--- src/rtl/stochastic_subtractor_array.sv ---
// ---------------------------------------------------------------------------
// stochastic_subtractor_array
//
// Purpose:
//   A multi-channel stochastic subtractor. NUM_CH channels each take one bit
//   of stream A and one bit of stream B per accepted cycle.
//   mode 0 gives a bipolar scaled subtraction. A select stream from a shared
//   Galois LFSR drives a MUX between a[k] and ~b[k].
//   mode 1 gives a unipolar absolute difference, computed as a[k] ^ b[k].
//   Each channel counts the ones in its output stream over BIT_LENGTH
//   accepted bits. The count is reported with a start/done handshake.
//
// Ports:
//   clk        rising-edge clock
//   rst        asynchronous active-high reset
//   start      begins an operation (only sampled in IDLE)
//   mode       0 = bipolar MUX subtract, 1 = unipolar XOR |A-B|
//   a_bits     one stream-A bit per channel
//   b_bits     one stream-B bit per channel
//   in_valid   a_bits/b_bits valid this cycle
//   in_ready   high in RUN; a pair is consumed on in_valid && in_ready
//   y_bits     registered output bits of the last consumed pair
//   y_valid    pulses one cycle after each consumed pair
//   sel_bit    registered select bit used for the last consumed pair
//   busy       high in RUN and DONE
//   count_out  per-channel ones counts, channel k at [k*CNT_W +: CNT_W]
//   done       one-cycle pulse while count_out carries fresh results
// ---------------------------------------------------------------------------
module stochastic_subtractor_array #(
    parameter int          NUM_CH     = 4,
    parameter int          BIT_LENGTH = 128,
    parameter int          CNT_W      = $clog2(BIT_LENGTH + 1),
    parameter logic [15:0] LFSR_SEED  = 16'hACE1
) (
    input  logic                    clk,
    input  logic                    rst,
    input  logic                    start,
    input  logic                    mode,
    input  logic [NUM_CH-1:0]       a_bits,
    input  logic [NUM_CH-1:0]       b_bits,
    input  logic                    in_valid,
    output logic                    in_ready,
    output logic [NUM_CH-1:0]       y_bits,
    output logic                    y_valid,
    output logic                    sel_bit,
    output logic                    busy,
    output logic [NUM_CH*CNT_W-1:0] count_out,
    output logic                    done
);

    localparam logic [15:0] LFSR_MASK = 16'hB400;

    typedef enum logic [1:0] {
        IDLE = 2'd0,
        RUN  = 2'd1,
        DONE = 2'd2
    } state_t;

    state_t                       state;
    state_t                       state_next;
    logic                         mode_q;
    logic [15:0]                  lfsr;
    logic [CNT_W-1:0]             bit_cnt;
    logic [NUM_CH-1:0][CNT_W-1:0] ones;
    logic [NUM_CH-1:0]            y_now;
    logic                         consume;
    logic                         last_bit;

    assign consume  = (state == RUN) && in_valid;
    assign last_bit = consume && (bit_cnt == CNT_W'(BIT_LENGTH - 1));

    // The select bit is the current LFSR LSB. It is used before the LFSR advances.
    always_comb begin
        y_now = '0;
        if (mode_q) begin
            y_now = a_bits ^ b_bits;
        end else begin
            y_now = lfsr[0] ? a_bits : ~b_bits;
        end
    end

    always_ff @(posedge clk or posedge rst) begin
        if (rst) begin
            state <= IDLE;
        end else begin
            state <= state_next;
        end
    end

    always_comb begin
        state_next = state;
        case (state)
            IDLE:    if (start) state_next = RUN;
            RUN:     if (last_bit) state_next = DONE;
            DONE:    state_next = IDLE;
            default: state_next = IDLE;
        endcase
    end

    assign in_ready = (state == RUN);
    assign busy     = (state != IDLE);
    assign done     = (state == DONE);

    // count_out is loaded on the final consume, so it already holds the final
    // counts during the DONE cycle. It keeps them until the next operation ends.
    always_ff @(posedge clk or posedge rst) begin
        if (rst) begin
            mode_q    <= 1'b0;
            lfsr      <= LFSR_SEED;
            bit_cnt   <= '0;
            ones      <= '0;
            y_bits    <= '0;
            y_valid   <= 1'b0;
            sel_bit   <= 1'b0;
            count_out <= '0;
        end else begin
            y_valid <= 1'b0;
            if (state == IDLE && start) begin
                mode_q  <= mode;
                lfsr    <= LFSR_SEED;
                bit_cnt <= '0;
                ones    <= '0;
            end else if (consume) begin
                y_bits  <= y_now;
                sel_bit <= lfsr[0];
                y_valid <= 1'b1;
                bit_cnt <= bit_cnt + 1'b1;
                lfsr    <= (lfsr >> 1) ^ (lfsr[0] ? LFSR_MASK : 16'h0000);
                for (int k = 0; k < NUM_CH; k++) begin
                    ones[k] <= ones[k] + CNT_W'(y_now[k]);
                    if (last_bit) begin
                        count_out[k*CNT_W +: CNT_W] <= ones[k] + CNT_W'(y_now[k]);
                    end
                end
            end
        end
    end

endmodule
--- config.mk ---
export PLATFORM = sky130hd
export DESIGN_NAME = stochastic_subtractor_array
export DESIGN_NICKNAME = d
export VERILOG_FILES = /design/src/rtl/stochastic_subtractor_array.sv
export SDC_FILE = /design/constraint.sdc
export NUM_CORES = 1
export LEC_CHECK = 0
export ABC_AREA = 0
export CAP_MARGIN = 30
export CORE_MARGIN = 2
export CORE_UTILIZATION = 56
export DETAILED_ROUTE_END_ITERATION = 8
export HOLD_SLACK_MARGIN = 0.03
export PLACE_DENSITY = 0.83
export RECOVER_POWER = 100
export REMOVE_ABC_BUFFERS = 1
export SETUP_SLACK_MARGIN = 0.2
export SLEW_MARGIN = 25
export SYNTH_ARGS = -nofsm -noshare
export SYNTH_HDL_FRONTEND = slang
export SYNTH_SLANG_ARGS = --single-unit
--- constraint.sdc ---
create_clock -name clk -period 3.7 [get_ports clk]
set_input_delay 0.925 -clock clk [delete_from_list [all_inputs] [get_ports clk]]
set_output_delay 0.925 -clock clk [all_outputs]
set_load 0.02 [all_outputs]
==> run metrics <==
status=complete, but fails checks; failing checks=capacitance limit, slew limit; worst path bufs/invs=1; Post-Synth XOR/XNOR Area=6.04%; Clock Sinks=97; # resized after CTS=0; Reg clk slew, reported paths=90 ps; Setup Skew=6.81 ps; Critical Path Fanout Max=4; Fmax=317 MHz; synthesized area=4490 um2; Slew Viols, Final=43; Synth Area in Adders=2.51%; global-route wire length before repair=15.1 mm; Synth Area in Compound Gates=15.0%; I/O Buffers=53; Worst Path Required=3960 ps; initial antenna violation count=0; number of vias per cell=5.64; cell occurring most often along the worst timing path=ha_1; period utilization=85.3%; nets@finish=497; htree depth=3; sw frac=29.6%; reg-to-reg startpoint=lfsr[0]; CP endpoint kind=register; HPWL after DPL=5.87 mm; area grow syn2layout=16.0%; Synthesis Warnings=0; DRC viols=0; Max VDD drop=0.310 mV; EDFF count, synth=0; Pwr Density=491 nW/um2; gpl congestion=0.759; Post-synth top cells=dfrtp_1 (89), nor2_1 (46), nand2_1 (42); die area=8750 um2; Multi-input gate area=1820 um2; Total Routing Usage GR=22.0%; Mapped Avg Cell Area=10.5 um2; post-synth top area share=49.6%; Yosys cell types=42; Antenna Diode Count=0; via count=3280; register area share after synthesis=54.3%; clock latency on the worst-skew pair=360 ps; Starting Density=57.8%; Core Region=7770 um2; fraction of registers with async set/reset=100%; cell breakdown of the critical path=dlygate4sd3_1 > nor2b_1 > o311ai_0 > ha_1 > ha_1 > nand3_1 > nor2_1 > o21ai_0 > a22o_1; Seq pwr share=54.0%; main combinational cell family by area after synthesis=simple AND/OR/NAND/NOR gates; # hold bufs at CTS=0; total congestion overflow=0; clock share of power=26.5%; RSZ-0062 raised after global routing=no; slowest CP cell=o311ai_0; final setup fails=0; standard-cell rows=32; vias in the first global route=3170; Leakage=0.00239 uW; Hold WC Path Type=register to register; kind of critical path=input port to register; post-CTS setup buffers=0; Comb power frac=19.5%; Final ANT Viol Nets=0; main flop type after synthesis=dfrtp_1; Synth area leader=dfrtp_1; Seq cells post-synth=97; Layout fillers=593; Hold Path Origin=y_bits[3]; setup TNS=0 ps; share of cells above drive strength 1=9.79%; routed wire length=8.81 mm; IO Count=54; slowest cell delay on critical path=590 ps; Cell Int Power=1800 uW; Simple-Gate Fraction of Synth Area=15.4%; WP data arrival=3410 ps; CTS tree=yes; Worst path top cell family by delay=compound AO/OA/AOI/OAI gates; worst slew pin tran=1980 ps; minimum clock period=3160 ps; Initial DRC Count=240; Tot Pwr=2560 uW; Psw=757 uW; die height=93.6 um; Max Cap Viol=1; CTS max path bufs=2; Root Buffer Master=clkbuf_8; synthesized instance count=429; TritonCTS buffer count=9; Hold Vio Cnt, Final=0; routed length per instance=15.1 um; most common cell in the netlist=dfrtp_1; die width=93.6 um; crit start category=input port; top cells by area, synth=dfrtp_1 (50%), dfstp_2 (4.7%), nor2_1 (3.8%), a21oi_1 (3.7%), nand2_1 (3.5%); largest net degree at the start of global routing=56; worst setup path start=a_bits[0]; Rel. slew slack=-32.9%; Initial DRT Pass Iterations=4; Seq. cell area=2440 um2; post-synthesis mux area share=2.48%
layer usage:
layer	part of all wire [%]	global-route usage (%)
met5	0	0
met4	1.3	9.54
met3	3.9	3.22
met2	47	34.1
met1	47	31.2
power by group through the flow:
| stage | clock [uW] | sequential [uW] | combinational, uW |
|---|---|---|---|
| after floorplan | 0 | 1380 | 350 |
| after global placement | 0 | 1390 | 494 |
| after detailed placement | 0 | 1400 | 512 |
| after CTS | 694 | 1380 | 516 |
| after global routing | 743 | 1410 | 560 |
| final | 679 | 1380 | 499 |
logic make-up after synthesis:
logic type                 Yosys count
and+or+nand+nor                    142
AOI/OAI and AO/OA                  104
DFF                                 97
buffers and inverters               36
xor gates and xnor gates            31
muxes                               10
adders and majority gates            9
registers in the layout, summed over array words and instances (netlist names):
signal     flops
count_out     32
ones          32
lfsr          16
bit_cnt        8
y_bits         4
state          2
mode_q         1
sel_bit        1
y_valid        1
tightest hold or removal path, stage by stage (launching register included):
cell and delay, ps:
dfrtp_1 350, nand2_1 50, nand2_1 50
cell type report:
type | count | area share (%)
clock buffer | 13 | 2.86
tap | 102 | 2.45
multi-input combinational | 296 | 35.0
timing repair buffer | 61 | 11.4
clock inverter | 3 | 0.768
inverter | 10 | 0.744
sequential | 97 | 46.8
through the flow:
stage	util, %	area (um2)	setup slack (ps)	hold slack (ps)	std cells
floorplan	-	4330	255	450	403
global placement	65.2	5070	530	464	566
detailed placement	65.2	5070	296	470	566
CTS	67.7	5260	683	492	582
global route	67.1	5210	430	516	582
finish	67.1	5210	544	483	582
layout by cell type (no fill, tap or decap), drive strengths merged, types with 2 or more instances in the layout:
master,instances
nor2,46
o31ai,6
nand2,42
and2,5
dlygate4sd3,45
mux2,9
o311ai,3
nand2b,3
and3,4
dfstp,8
nand3,12
nor2b,8
a21oi,38
o21ai,34
nor3,3
inv,9
clkinv,2
a22o,17
o22a,3
or3,5
xnor2,17
clkbuf,15
dfrtp,89
nor4,2
nand4,5
clkdlybuf4s50,8
ha,9
buf,6
nand3b,4
xor2,14
path summary, 6_finish.rpt:
| path | end | slack, ps | cells past startpoint |
|---|---|---|---|
| worst max register to register | ones[6] | 950 | 8 |
| worst min-delay path | y_bits[3] | 480 | 2 |
| worst min register to register | y_bits[3] | 480 | 2 |
| max in group asynchronous | lfsr[0] | 1150 | 3 |
| min in group asynchronous | y_bits[0] | 1530 | 2 |
| worst max-delay path | ones[6] | 540 | 9 |
Note: power is estimated with default switching activity, not from simulation.
